$ cat config.mk
export PLATFORM = sky130hd
export DESIGN_NAME = product_round_buffer
export DESIGN_NICKNAME = d
export VERILOG_FILES = /design/src/rtl/gauss_pkg.sv /design/src/rtl/gauss_sync_fifo.sv /design/src/rtl/product_round_buffer.sv
export SDC_FILE = /design/constraint.sdc
export NUM_CORES = 1
export LEC_CHECK = 0
export CAP_MARGIN = 15
export CORE_UTILIZATION = 60
export DETAILED_ROUTE_END_ITERATION = 7
export HOLD_SLACK_MARGIN = 0.12
export PLACE_DENSITY = 0.86
export SETUP_SLACK_MARGIN = 0.02
export SLEW_MARGIN = 5
export SYNTH_ARGS = -nofsm -noshare
export SYNTH_HDL_FRONTEND = slang
export SYNTH_SLANG_ARGS = --single-unit
$ cat constraint.sdc
create_clock -name clk -period 8.4 [get_ports clk]
set_input_delay 1.68 -clock clk [delete_from_list [all_inputs] [get_ports clk]]
set_output_delay 1.68 -clock clk [all_outputs]
set_load 0.03 [all_outputs]
$ cat src/rtl/gauss_pkg.sv
// Shared Q-format widths, constants and the Q1.31 -> Q1.15 rounding helper
// for the Box-Muller datapath.
package gauss_pkg;

    localparam int PROD_W          = 32;
    localparam int SAMP_W          = 16;
    localparam int MUL_LAT_DEFAULT = 5;

    localparam logic [SAMP_W-1:0] Q15_MAX = 16'h7FFF;
    localparam logic [SAMP_W-1:0] Q15_MIN = 16'h8000;

    // Round half up; only the positive side can overflow past Q15_MAX.
    function automatic logic [SAMP_W-1:0] round_sat_q31_to_q15(input logic [PROD_W-1:0] p);
        if (p[PROD_W-1 -: SAMP_W+1] == 17'h0FFFF)
            return Q15_MAX;
        if (p == 32'h8000_0000)
            return Q15_MIN;
        return p[PROD_W-1 -: SAMP_W] + {{(SAMP_W-1){1'b0}}, p[PROD_W-SAMP_W-1]};
    endfunction

endpackage

$ cat src/rtl/gauss_sync_fifo.sv
// Synchronous FIFO with a registered head word; out data holds its last
// value while empty.
module gauss_sync_fifo #(
    parameter int DEPTH = 8,
    parameter int WIDTH = 16,
    parameter int LVL_W = $clog2(DEPTH) + 1
) (
    input  logic             clk,
    input  logic             reset,
    input  logic             push,
    input  logic [WIDTH-1:0] push_data,
    input  logic             pop,
    output logic [WIDTH-1:0] head_data,
    output logic [LVL_W-1:0] level
);

    localparam int AW = $clog2(DEPTH);

    logic [WIDTH-1:0] mem [DEPTH];
    logic [AW-1:0]    wr_ptr;
    logic [AW-1:0]    rd_ptr;
    logic [AW-1:0]    rd_next;
    logic             pop_ok;
    logic             push_ok;

    assign rd_next = rd_ptr + 1'b1;
    assign pop_ok  = pop && (level != '0);
    assign push_ok = push && ((level != LVL_W'(DEPTH)) || pop_ok);

    always_ff @(posedge clk) begin
        if (push_ok)
            mem[wr_ptr] <= push_data;
    end

    always_ff @(posedge clk or posedge reset) begin
        if (reset) begin
            wr_ptr    <= '0;
            rd_ptr    <= '0;
            level     <= '0;
            head_data <= '0;
        end else begin
            if (push_ok)
                wr_ptr <= wr_ptr + 1'b1;
            if (pop_ok)
                rd_ptr <= rd_next;
            case ({push_ok, pop_ok})
                2'b10:   level <= level + 1'b1;
                2'b01:   level <= level - 1'b1;
                default: level <= level;
            endcase
            // Head register tracks whatever will sit at rd_ptr after this edge.
            if (pop_ok && (level > LVL_W'(1)))
                head_data <= mem[rd_next];
            else if (push_ok && ((level == '0) || (pop_ok && (level == LVL_W'(1)))))
                head_data <= push_data;
        end
    end

endmodule

$ cat src/rtl/product_round_buffer.sv
// Multiplier back end: tags live multiplier cycles, rounds Q1.31 products to
// Q1.15 and buffers them behind a credit-based in_ready.
module product_round_buffer
    import gauss_pkg::*;
#(
    parameter int MUL_LAT = MUL_LAT_DEFAULT,
    parameter int DEPTH   = 8,
    parameter int LVL_W   = $clog2(DEPTH) + 1
) (
    input  logic              clk,
    input  logic              reset,
    input  logic              op_valid,
    output logic              in_ready,
    input  logic [PROD_W-1:0] prod_in,
    output logic [SAMP_W-1:0] out_data,
    output logic              out_valid,
    input  logic              out_ready,
    output logic [LVL_W-1:0]  fifo_level,
    output logic              overflow,
    input  logic              clear_ovf
);

    localparam int CNT_W = $clog2(MUL_LAT + 1);
    localparam int SUM_W = LVL_W + CNT_W;

    logic [MUL_LAT-1:0] vld_pipe;
    logic [CNT_W-1:0]   inflight;
    logic [SUM_W-1:0]   credit_sum;
    logic               accept;
    logic               drop;

    always_comb begin
        inflight = '0;
        for (int i = 0; i < MUL_LAT; i++)
            inflight = inflight + CNT_W'(vld_pipe[i]);
    end

    // Depends only on registered state, so op_valid/out_ready never feed in_ready.
    assign credit_sum = SUM_W'(fifo_level) + SUM_W'(inflight);
    assign in_ready   = credit_sum < SUM_W'(DEPTH);
    assign accept     = op_valid && in_ready;
    assign drop       = op_valid && !in_ready;
    assign out_valid  = (fifo_level != '0);

    always_ff @(posedge clk or posedge reset) begin
        if (reset) begin
            vld_pipe <= '0;
            overflow <= 1'b0;
        end else begin
            vld_pipe <= {vld_pipe[MUL_LAT-2:0], accept};
            if (drop)
                overflow <= 1'b1;
            else if (clear_ovf)
                overflow <= 1'b0;
        end
    end

    gauss_sync_fifo #(
        .DEPTH (DEPTH),
        .WIDTH (SAMP_W),
        .LVL_W (LVL_W)
    ) u_fifo (
        .clk       (clk),
        .reset     (reset),
        .push      (vld_pipe[MUL_LAT-1]),
        .push_data (round_sat_q31_to_q15(prod_in)),
        .pop       (out_valid && out_ready),
        .head_data (out_data),
        .level     (fifo_level)
    );

    a_credit_holds: assert property (@(posedge clk) disable iff (reset)
        !((fifo_level == LVL_W'(DEPTH)) && (inflight != '0)));

endmodule
==> flow_metrics.env <==
export IMPL_timing_critical_path_cells="fa_1 > inv_1 > fa_1 > inv_1 > ha_1 > nand2_1 > nor2_1 > o21ai_0 > nand2_1 > inv_1 > clkdlybuf4s50_1"
export IMPL_transition_time_at_the_pin_with_the_least_slew_margin_ns=1.063
export IMPL_critical_path_top_cell_by_count="inv_1"
export IMPL_top_level_ports=60
export IMPL_detailedRoute_firstIterationViolations=507
export IMPL_timing_rr_end="u_fifo.head_data[15]$_DFFE_PP0P_"
export IMPL_global_route_overflow_total=0
export IMPL_synth_largest_type_area_fraction=0.5560
export IMPL_cts_path_max_buffers=2
export IMPL_worst_r2r_setup_slack_ns=5.00
export IMPL_slowest_delay_ns=0.66
export IMPL_hold_worst_slack_ns=0.3959
export IMPL_synth_seq_cells=160
export IMPL_initial_utilization=0.6267
export IMPL_yosysWarningCount=0
export IMPL_clock_pin_slew_of_the_registers_on_the_worst_case_setup_and_hold_paths_ns=0.06
export IMPL_most_common_layout_cells="edfxtp_1 (128), clkdlybuf4s50_1 (59), mux4_2 (32)"
export IMPL_synth_top_flop_cell="edfxtp_1"
export IMPL_synthCells=428
export IMPL_total_cts_buffers=17
export IMPL_cts_sinks=160
export IMPL_setup_worst_path_class="register to primary output"
export IMPL_cts_tree="yes"
export IMPL_setup_worst_path_start_class="register"
export IMPL_status="completed"
export IMPL_grt_setup_unrepaired="false"
export IMPL_drcViolationCount=0
export IMPL_drt_pass1_iterations=6
export IMPL_first_global_vias=4313
export IMPL_async_reset_ff_frac=0.2000
export IMPL_final_hold_viol_count=0
export IMPL_finish_net_count=546
export IMPL_powerDensity_nw_per_um2=363.9
export IMPL_final_min_period_over_clock_period=0.5826
export IMPL_cp_end_kind="primary output"
export IMPL_overall_die_width_microns=109.3
export IMPL_synth_top_cell_by_area="edfxtp_1"
export IMPL_worstHoldPathCells=0
export IMPL_fp_row_count=38
export IMPL_r2r_cells=6
export IMPL_final_util=0.7507
export IMPL_dpl_worst_slack_ns=3.577
export IMPL_hold_start="vld_pipe[2]$_DFF_PP0_"
export IMPL_setup_ws_post_layout_ns=3.506
export IMPL_routed_wl_microns=15470
export IMPL_syn_num_nets=478
export IMPL_timing_critical_path_slowest_stage_cell="clkdlybuf4s50_1"
export IMPL_design_die_area_sq_um=11960
export IMPL_synth_avg_cell_area_sq_um=16.15
export IMPL_number_of_setup_violations_in_the_final_report=0
export IMPL_cp_max_fo=2
export IMPL_vias=4244
export IMPL_netlist_area_sq_um=6913
export IMPL_seq_area_frac_synth=0.6719
export IMPL_critPathArrivalTime_ns=3.21
export IMPL_hold_path_class="register to register"
export IMPL_finalClockSkew_ns=0.008389
export IMPL_worst_endpoint_required_ns=6.72
export IMPL_drv_max_cap_violation_count=0
export IMPL_clk_latency_ns=0.43
export IMPL_power_ir_vdd_worst_uv=308.6
export IMPL_postCtsSetupRepairBufs=0
export IMPL_cts_hold_buf=0
export IMPL_final_common_cell="edfxtp_1"
export IMPL_port_buffers=59
export IMPL_post_route_setup_tns_ns=0
export IMPL_antenna_found_initial=0
export IMPL_synth_enable_flop_cells=128
export IMPL_post_route_min_period_ns=4.894
export IMPL_antenna_cells_inserted=0
export IMPL_crit_reg2reg_launch="u_fifo.rd_ptr[0]$_DFFE_PP0P_"
export IMPL_grt_total_usage=0.2860
export IMPL_grt_start_max_net_pins=33
export IMPL_routed_vias_inst=6.539
export IMPL_max_freq_mhz=204.3
export IMPL_wl_per_cell_microns=23.84
export IMPL_hold_end="vld_pipe[3]$_DFF_PP0_"
export IMPL_fp_dieH_microns=109.3
export IMPL_timing_slew_headroom=0.2892
export IMPL_place_detailed_hpwl_microns=9649
export IMPL_drtAntennaViolNets=0
export IMPL_leak_pwr_nw=2.890
export IMPL_n_fill_cell=655
export IMPL_final_number_of_max_transition_violations=0
export IMPL_cts_repair_resize_count=0
export IMPL_ys_top_cells_by_area="edfxtp_1 (56%), dfrtp_1 (12%), mux4_2 (10%)"
export IMPL_core_area_sq_um=11030
export IMPL_report_power_total_w=0.003013
export IMPL_wire_length_of_the_first_global_routing_pass_microns=23620
export IMPL_routability_congestion_estimate_from_global_placement=0.8597
export IMPL_synth_lib_cells_used_distinct=53
export IMPL_cts_max_level=4
export IMPL_share_of_cells_above_drive_strength_1=0.1827
export IMPL_synthToLayoutAreaGrowth_pct=19.78
export IMPL_cts_root_buf="clkbuf_16"
==> synthesized netlist by cell type (3+ instances only) <==
master    instances
a21oi_1           3
edfxtp_1        128
nor2_1           16
nor3_1            9
or3_1             4
xnor2_1          11
nand3_1           9
nand2_1          31
mux4_2           32
inv_1            13
nor4_1           10
o31a_1            3
a211oi_1          3
nand4_1           3
xor2_1            4
mux2i_1          13
o22ai_1           9
dfrtp_1          32
clkbuf_1          4
ha_1             11
buf_2            12
o21ai_0          21
nand2b_1          4
==> worst max path at each step <==
stage / startpoint / endpoint / slack [ns] / cells past startpoint
after floorplan: out_ready / u_fifo.mem[0][0]$_DFFE_PP_ / 4.33 / 3
after global placement: prod_in[15] / u_fifo.head_data[1]$_DFFE_PP0P_ / 3.83 / 10
after detailed placement: prod_in[15] / u_fifo.head_data[1]$_DFFE_PP0P_ / 3.58 / 10
after CTS: vld_pipe[0]$_DFF_PP0_ / in_ready / 3.48 / 11
after global routing: vld_pipe[0]$_DFF_PP0_ / in_ready / 3.32 / 11
final: vld_pipe[0]$_DFF_PP0_ / in_ready / 3.51 / 11
==> routing by layer <==
layer,vias to the layer above,routed length [microns],GRT usage
li1,1829,-,-
met1,2125,5709,0.3673
met2,254,7878,0.4605
met5,-,0,0
met3,36,1432,0.06224
met4,0,449,0.1552
==> area by class of cell <==
type | count | area (sq um) | area share
Sequential cell | 160 | 4646 | 0.5610
Multi-Input combinational cell | 235 | 2195 | 0.2650
Timing Repair Buffer | 68 | 658.1 | 0.07948
Clock buffer | 20 | 446.7 | 0.05394
Tap cell | 140 | 175.2 | 0.02115
Clock inverter | 12 | 107.6 | 0.01299
Inverter | 14 | 52.55 | 0.006346
==> cells by family after synthesis <==
family / synth area share
flops: 0.6719
simple gates: 0.08253
compound gates: 0.05339
mux: 0.1263
buf+inv: 0.02117
xor+xnor: 0.01900
fa+ha+maj: 0.02570
==> state kept, by name, indices dropped and copies added (netlist names) <==
name	flops
vld_pipe	5
u_fifo.head_data	16
overflow	1
u_fifo.rd_ptr	3
u_fifo.level	4
u_fifo.mem	128
u_fifo.wr_ptr	3
==> report_power, final <==
group          internal [W]  switching (W)  leakage [nW]
Combinational      0.000533       0.000603          1.08
Clock              0.000417       0.000310         0.271
Sequential          0.00100       0.000147          1.54
Total               0.00195        0.00106          2.89
==> metrics by stage <==
step / instances / instance area [sq um]
floorplan: 428 / 6913
global placement: 617 / 7726
detailed placement: 617 / 7726
CTS: 649 / 8280
global route: 649 / 8280
finish: 649 / 8280
==> critical path: cells and delay by family, from the launching register on <==
| family | cells | cell delay [ns] |
|---|---|---|
| buffers and inverters | 4 | 0.85 |
| AO/OA/AOI/OAI | 1 | 0.18 |
| adder cells (fa/ha/maj) | 3 | 1.16 |
| flip-flops | 1 | 0.41 |
| AND/OR/NAND/NOR | 3 | 0.20 |
(Power assumes the default switching activity.)
